<file path="src/rtl/parking_lot_multi_if.sv">
// Sensor-side and status-side signals of the multi-gate parking lot detector.
// master drives the sensors and flag clear; slave is the detector itself.
interface parking_lot_multi_if #(
  parameter int unsigned NUM_GATES = 2,
  parameter int unsigned OCC_W     = 4
);
  logic [NUM_GATES-1:0] a;
  logic [NUM_GATES-1:0] b;
  logic                 clr_flags;
  logic [NUM_GATES-1:0] entering;
  logic [NUM_GATES-1:0] exiting;
  logic [OCC_W-1:0]     occupancy;
  logic                 full;
  logic                 empty;
  logic                 overflow;
  logic                 underflow;

  modport master (
    output a, b, clr_flags,
    input  entering, exiting, occupancy, full, empty, overflow, underflow
  );

  modport slave (
    input  a, b, clr_flags,
    output entering, exiting, occupancy, full, empty, overflow, underflow
  );
endinterface

</file>
<file path="src/rtl/parking_lot_multi.sv">
// Multi-gate parking lot detector: per-gate direction FSMs feeding a shared saturating
// occupancy counter. Optional sensor synchronizer/debounce enabled by SENSOR_DEBOUNCE_EN.
module parking_lot_multi #(
  parameter int unsigned NUM_GATES  = 2,
  parameter int unsigned CAPACITY   = 15,
  parameter int unsigned OCC_W      = 4,
  parameter int unsigned DEB_CYCLES = 4
) (
  input  logic                  clk,
  input  logic                  reset,
  parking_lot_multi_if.slave    bus
);

  localparam int unsigned SUM_W = OCC_W + 4;
  localparam logic signed [SUM_W-1:0] CAP_S = SUM_W'(CAPACITY);

  typedef enum logic [2:0] {IDLE, EN1, EN2, EN3, EX1, EX2, EX3} state_t;

  state_t                  state_q [NUM_GATES];
  state_t                  state_d [NUM_GATES];
  logic [NUM_GATES-1:0]    a_f;
  logic [NUM_GATES-1:0]    b_f;
  logic [NUM_GATES-1:0]    ent_c;
  logic [NUM_GATES-1:0]    ext_c;
  logic [NUM_GATES-1:0]    ent_q;
  logic [NUM_GATES-1:0]    ext_q;
  logic [OCC_W-1:0]        occ_q;
  logic                    ovf_q;
  logic                    unf_q;
  logic signed [SUM_W-1:0] sum_c;
  logic                    sum_neg_c;

`ifdef SENSOR_DEBOUNCE_EN
  localparam int unsigned CNT_W = $clog2(DEB_CYCLES);

  logic [2*NUM_GATES-1:0] raw_c;
  logic [2*NUM_GATES-1:0] sync1_q;
  logic [2*NUM_GATES-1:0] sync2_q;
  logic [2*NUM_GATES-1:0] filt_q;
  logic [CNT_W-1:0]       cnt_q [2*NUM_GATES];

  assign raw_c = {bus.a, bus.b};

  // Two-flop synchronizer, then each bit must differ from the filtered value for DEB_CYCLES clocks
  always_ff @(posedge clk or negedge reset) begin
    if (!reset) begin
      sync1_q <= '0;
      sync2_q <= '0;
      filt_q  <= '0;
      for (int i = 0; i < 2*NUM_GATES; i++) cnt_q[i] <= '0;
    end else begin
      sync1_q <= raw_c;
      sync2_q <= sync1_q;
      for (int i = 0; i < 2*NUM_GATES; i++) begin
        if (sync2_q[i] == filt_q[i]) begin
          cnt_q[i] <= '0;
        end else if (cnt_q[i] == CNT_W'(DEB_CYCLES - 1)) begin
          filt_q[i] <= sync2_q[i];
          cnt_q[i]  <= '0;
        end else begin
          cnt_q[i] <= cnt_q[i] + CNT_W'(1);
        end
      end
    end
  end

  assign a_f = filt_q[2*NUM_GATES-1:NUM_GATES];
  assign b_f = filt_q[NUM_GATES-1:0];
`else
  logic unused_deb_c;
  assign unused_deb_c = ^(32'(DEB_CYCLES));
  assign a_f = bus.a;
  assign b_f = bus.b;
`endif

  always_ff @(posedge clk or negedge reset) begin
    if (!reset) begin
      for (int g = 0; g < NUM_GATES; g++) state_q[g] <= IDLE;
    end else begin
      for (int g = 0; g < NUM_GATES; g++) state_q[g] <= state_d[g];
    end
  end

  // Per-gate direction decode; a completion fires only when the pattern finishes on ab=00
  always_comb begin
    logic [1:0] ab;
    ab    = 2'b00;
    ent_c = '0;
    ext_c = '0;
    for (int g = 0; g < NUM_GATES; g++) begin
      state_d[g] = state_q[g];
      ab         = {a_f[g], b_f[g]};
      case (state_q[g])
        IDLE: begin
          if (ab == 2'b10)      state_d[g] = EN1;
          else if (ab == 2'b01) state_d[g] = EX1;
        end
        EN1: begin
          if (ab == 2'b11)      state_d[g] = EN2;
          else if (ab != 2'b10) state_d[g] = IDLE;
        end
        EN2: begin
          if (ab == 2'b01)      state_d[g] = EN3;
          else if (ab == 2'b10) state_d[g] = EN1;
          else if (ab == 2'b00) state_d[g] = IDLE;
        end
        EN3: begin
          if (ab == 2'b00) begin
            state_d[g] = IDLE;
            ent_c[g]   = 1'b1;
          end else if (ab == 2'b11) begin
            state_d[g] = EN2;
          end else if (ab == 2'b10) begin
            state_d[g] = IDLE;
          end
        end
        EX1: begin
          if (ab == 2'b11)      state_d[g] = EX2;
          else if (ab != 2'b01) state_d[g] = IDLE;
        end
        EX2: begin
          if (ab == 2'b10)      state_d[g] = EX3;
          else if (ab == 2'b01) state_d[g] = EX1;
          else if (ab == 2'b00) state_d[g] = IDLE;
        end
        EX3: begin
          if (ab == 2'b00) begin
            state_d[g] = IDLE;
            ext_c[g]   = 1'b1;
          end else if (ab == 2'b11) begin
            state_d[g] = EX2;
          end else if (ab == 2'b01) begin
            state_d[g] = IDLE;
          end
        end
        default: state_d[g] = IDLE;
      endcase
    end
  end

  // Net all simultaneous events first, then clamp
  always_comb begin
    sum_c = $signed({4'b0000, occ_q})
          + SUM_W'($countones(ent_c))
          - SUM_W'($countones(ext_c));
    sum_neg_c = sum_c[SUM_W-1];
  end

  always_ff @(posedge clk or negedge reset) begin
    if (!reset) begin
      ent_q <= '0;
      ext_q <= '0;
      occ_q <= '0;
      ovf_q <= 1'b0;
      unf_q <= 1'b0;
    end else begin
      ent_q <= ent_c;
      ext_q <= ext_c;
      if (sum_c > CAP_S)  occ_q <= OCC_W'(CAPACITY);
      else if (sum_neg_c) occ_q <= '0;
      else                occ_q <= sum_c[OCC_W-1:0];
      // A new error in the same cycle beats a clear request
      if (sum_c > CAP_S)       ovf_q <= 1'b1;
      else if (bus.clr_flags)  ovf_q <= 1'b0;
      if (sum_neg_c)           unf_q <= 1'b1;
      else if (bus.clr_flags)  unf_q <= 1'b0;
    end
  end

  assign bus.entering  = ent_q;
  assign bus.exiting   = ext_q;
  assign bus.occupancy = occ_q;
  assign bus.overflow  = ovf_q;
  assign bus.underflow = unf_q;
  assign bus.full      = (occ_q == OCC_W'(CAPACITY));
  assign bus.empty     = (occ_q == '0);

endmodule

</file>
<file path="src/flat_wrapper.sv">
// flat-port wrapper written by rule: the top's interface ports become plain ports
module parking_lot_multi_flat 
#(
  parameter int unsigned NUM_GATES  = 2,
  parameter int unsigned CAPACITY   = 15,
  parameter int unsigned OCC_W      = 4,
  parameter int unsigned DEB_CYCLES = 4
)
  (clk, reset, bus_a, bus_b, bus_clr_flags, bus_entering, bus_exiting, bus_occupancy, bus_full, bus_empty, bus_overflow, bus_underflow);
  parking_lot_multi_if #(.NUM_GATES(NUM_GATES), .OCC_W(OCC_W)) bus_i ();
  input  logic clk;
  input  logic reset;
  input wire logic [$bits(bus_i.a)-1:0] bus_a;
  input wire logic [$bits(bus_i.b)-1:0] bus_b;
  input wire logic [$bits(bus_i.clr_flags)-1:0] bus_clr_flags;
  output wire logic [$bits(bus_i.entering)-1:0] bus_entering;
  output wire logic [$bits(bus_i.exiting)-1:0] bus_exiting;
  output wire logic [$bits(bus_i.occupancy)-1:0] bus_occupancy;
  output wire logic [$bits(bus_i.full)-1:0] bus_full;
  output wire logic [$bits(bus_i.empty)-1:0] bus_empty;
  output wire logic [$bits(bus_i.overflow)-1:0] bus_overflow;
  output wire logic [$bits(bus_i.underflow)-1:0] bus_underflow;
  assign bus_i.a = bus_a;
  assign bus_i.b = bus_b;
  assign bus_i.clr_flags = bus_clr_flags;
  assign bus_entering = bus_i.entering;
  assign bus_exiting = bus_i.exiting;
  assign bus_occupancy = bus_i.occupancy;
  assign bus_full = bus_i.full;
  assign bus_empty = bus_i.empty;
  assign bus_overflow = bus_i.overflow;
  assign bus_underflow = bus_i.underflow;
  parking_lot_multi #(.NUM_GATES(NUM_GATES), .CAPACITY(CAPACITY), .OCC_W(OCC_W), .DEB_CYCLES(DEB_CYCLES)) u_core (.clk(clk), .reset(reset), .bus(bus_i));
endmodule
</file>
<file path="config.mk">
export PLATFORM = sky130hd
export DESIGN_NAME = parking_lot_multi_flat
export DESIGN_NICKNAME = d
export VERILOG_FILES = /design/src/rtl/parking_lot_multi_if.sv /design/src/rtl/parking_lot_multi.sv /design/src/flat_wrapper.sv
export SDC_FILE = /design/constraint.sdc
export NUM_CORES = 1
export LEC_CHECK = 0
export BUFFER_PORTS_ARGS = -buffer_cell sky130_fd_sc_hd__clkbuf_2
export CAP_MARGIN = 20
export CORE_MARGIN = 4
export CORE_UTILIZATION = 48
export DETAILED_ROUTE_END_ITERATION = 16
export PLACE_DENSITY = 0.74
export SYNTH_ARGS = -nofsm -noshare
export SYNTH_HDL_FRONTEND = slang
export SYNTH_SLANG_ARGS = --single-unit
</file>
<file path="constraint.sdc">
create_clock -name clk -period 2.7 [get_ports clk]
set_clock_uncertainty 0.1 [all_clocks]
set_input_delay 0.54 -clock clk [delete_from_list [all_inputs] [get_ports clk]]
set_output_delay 0.54 -clock clk [all_outputs]
set_load 0.1 [all_outputs]
</file>
==> reports/results.ini <==
[run_status]
status=complete, but fails checks
violations=negative setup slack

[die]
chipWidth_um=52.5
dieArea_mm2=0.00276
coreArea_mm2=0.00180
start_util=0.528
die_height_um=52.5
io_pins=19
num_rows=15

[critical_path]
required_ps=2810
cp-end-kind=flip-flop
start_kind=primary input
critPathKind=in2reg
cpPeakStageDelay_ps=470
crit_slowest_cell=fa_1
worstPathArrival_ps=3030
crit_fanout=5
cp_top_family=adder cells
crit_path_cell_trace=clkbuf_2, inv_1, nand2_1, nor4b_4, ha_2, fa_1, fa_2, a211o_1, a21o_1, a31oi_1
path_buf_inv=2

[synth]
yosys.cell_types.count=29
ys_seq_area_frac=0.421
synth_enable_flop_cells=0
synth_top_family_by_area=compound AO/OA/AOI/OAI gates
ys_ff_latch=16
synth_simple_gate_area_share=0.153
synth-adder-area-share=0.161
synth-compound-area-share=0.187
ys_async_sr_fraction=1.00
syn-num-nets=113
synth.area.mux_share=0
synth_ff_type=dfrtp_1
yosysWarnings=0
synth.avg_cell_area_um2=10.0
synth_xor_area_frac=0.0276
synth_cells=95
syn_area_um2=951

[placement]
numPortBuffers=18
dp_hpwl_mm=1.80
place_congestion=0.788

[global_route]
grt_max_degree=17
grt-ovfl-total=0
antenna_found_initial=0
grt_pass1_vias=920
grt_pass1_wl_mm=4.06
track_usage=0.203

[routing]
drcViolationCount=0
vias=962
ant_nets=0
first_pass_iters=4
via_per_inst=5.80
drt_iter0_drc=15
wl_mm=2.71
wl_per_cell_um=16.3

[cts]
hold_buffers=0
clk-insertion-delay-late_ps=290
cts_tree=yes
cts.path.max_buffers=2
h-tree-depth=1
root_buffer=clkbuf_4
clk_pin_slew_ps=100
cts_sinks=16
numCtsBuffers=3

[sta]
hold_viol=0
fin_ws_ps=-227
max_slew_margin=0.630
tns_ps=-881
finalSetupViolCount=5
worst_slew_pin_slew_ps=558
rsz0062_at_grt=true
fmax_mhz=342
period_share=1.08
fin_crit_ps=2930
whs_ps=64.9
slew_viol_final=0

[power_and_ir_drop]
clockPowerShare=0.088
p_per_area_mw_per_mm2=1070
p_comb_frac=0.667
total_power_mw=1.49
p_int_uw=648
switching_share=0.565
seqPwrFrac=0.245
netSwitchingPower_uw=843
ir_worst_vdd_mv=0.894
cellLeakagePower_nw=0.712

[cells_and_area]
drive_gt1_frac=0.433
fillCellCount=124
n_antenna_cell=0
fin_util=0.772
nets=161
area_growth_pct=46.3

[worst_hold_path]
hp-class=in2async

[job]
cap_viol_max_count=0

==> Yosys cell counts (all sizes together), types with 2 or more instances <==
master	number	area, µm²
ha	9	113
nor2b	2	12.5
fa	2	40.0
a21oi	4	20.0
a31oi	5	31.3
dfrtp	16	400
a211oi	2	15.0
nor2	3	11.3
nand2	4	15.0
o21ai	3	15.0
xor2	2	17.5
nor4b	2	17.5
inv	13	48.8
a21o	4	30.0
nand4	2	12.5
nor3	4	20.0
nand2b	6	37.5
==> layer usage <==
metal | share of wire | GRT usage
met5 | 0 | 0
met3 | 0.049 | 0.0342
met1 | 0.37 | 0.232
met4 | 0.034 | 0.0638
met2 | 0.54 | 0.376
==> per-stage QoR <==
step	cell area (µm²)	setup WS, ps	std cells
after global routing	1390	-311	166
final	1390	-227	166
after floorplan	1010	-159	95
after detailed placement	1270	-481	157
after global placement	1270	-392	157
after CTS	1340	-114	164
==> worst register-to-register path: cells and delay by family, from the launching register on <==
family	cells	cell delay [ps]
AOI/OAI and AO/OA	3	770
adders and majority gates	3	1120
DFF	1	400
and+or+nand+nor	2	410
==> placed cells by master, fill, tap and decap left out, drive strengths merged <==
cell type  instances
nor3b              1
clkbuf            21
nor4b              2
xor2               2
a211oi             2
fa                 2
a21oi              4
ha                 9
o31ai              1
a22oi              1
xnor2              1
nand2              4
o22ai              1
inv               13
nor2b              2
o21ai              3
nand4              2
a32oi              1
a31oi              5
and3               1
dfrtp             16
nor3               4
o32ai              1
a32o               1
nand3              1
nand2b             6
o2bb2ai            1
nor2               3
a21o               4
buf               25
a211o              1
==> cells by family (layout without fill, tap and decap cells) <==
| kind of cell | after synthesis | in the layout |
|---|---|---|
| DFF | 16 | 16 |
| buffers and inverters | 13 | 59 |
| xor gates and xnor gates | 3 | 3 |
| adders and majority gates | 11 | 11 |
| and+or+nand+nor | 26 | 26 |
| AOI/OAI and AO/OA | 26 | 26 |
==> final cells by class <==
| type | instances | area, µm² | area share |
|---|---|---|---|
| Sequential cell | 16 | 400 | 0.288 |
| Tap cell | 25 | 31.3 | 0.0225 |
| Clock buffer | 3 | 22.5 | 0.0162 |
| Inverter | 13 | 48.8 | 0.0351 |
| Multi-Input combinational cell | 66 | 611 | 0.439 |
| Timing Repair Buffer | 43 | 278 | 0.200 |
==> path summary, 6_finish.rpt <==
kind                                                  startpoint                                end  slack, ps  cells past startpoint
worst max-delay path                                    bus_a[0]  u_core.bus.occupancy[1]$_DFF_PN0_       -230                     10
worst max register to register     u_core.state_q[1]$_DFFE_PN0P_  u_core.bus.occupancy[1]$_DFF_PN0_       -180                      8
max in group asynchronous                                  reset      u_core.state_q[2]$_DFFE_PN0P_       2130                      1
min in group clk                u_core.bus.underflow$_DFFE_PN0P_   u_core.bus.underflow$_DFFE_PN0P_        390                      1
worst min register to register  u_core.bus.underflow$_DFFE_PN0P_   u_core.bus.underflow$_DFFE_PN0P_        390                      1
worst min-delay path                                       reset   u_core.bus.underflow$_DFFE_PN0P_         60                      1
==> registers in the layout, summed over array words and instances (netlist names) <==
signal	flops
u_core.bus.entering	2
u_core.bus.exiting	2
u_core.bus.occupancy	4
u_core.bus.overflow	1
u_core.bus.underflow	1
u_core.state_q	6
==> power by group through the flow <==
stage / Combinational [mW] / Clock [mW] / Sequential [mW]
2_1_floorplan: 0.419 / 0 / 0.633
3_3_place_gp: 0.879 / 0 / 0.360
3_5_place_dp: 0.898 / 0 / 0.365
4_1_cts: 0.920 / 0.131 / 0.363
5_1_grt: 1.05 / 0.143 / 0.372
6_report: 0.995 / 0.131 / 0.365
==> what timing repair did <==
item | in CTS | in global routing
endpoints found under the setup margin | 5 | 6
buffers inserted | 4 | 2
gates cloned | 0 | 0
gates resized for setup | 3 | 7
pin swaps | 4 | 3
Note: power is estimated with default switching activity, not from simulation.
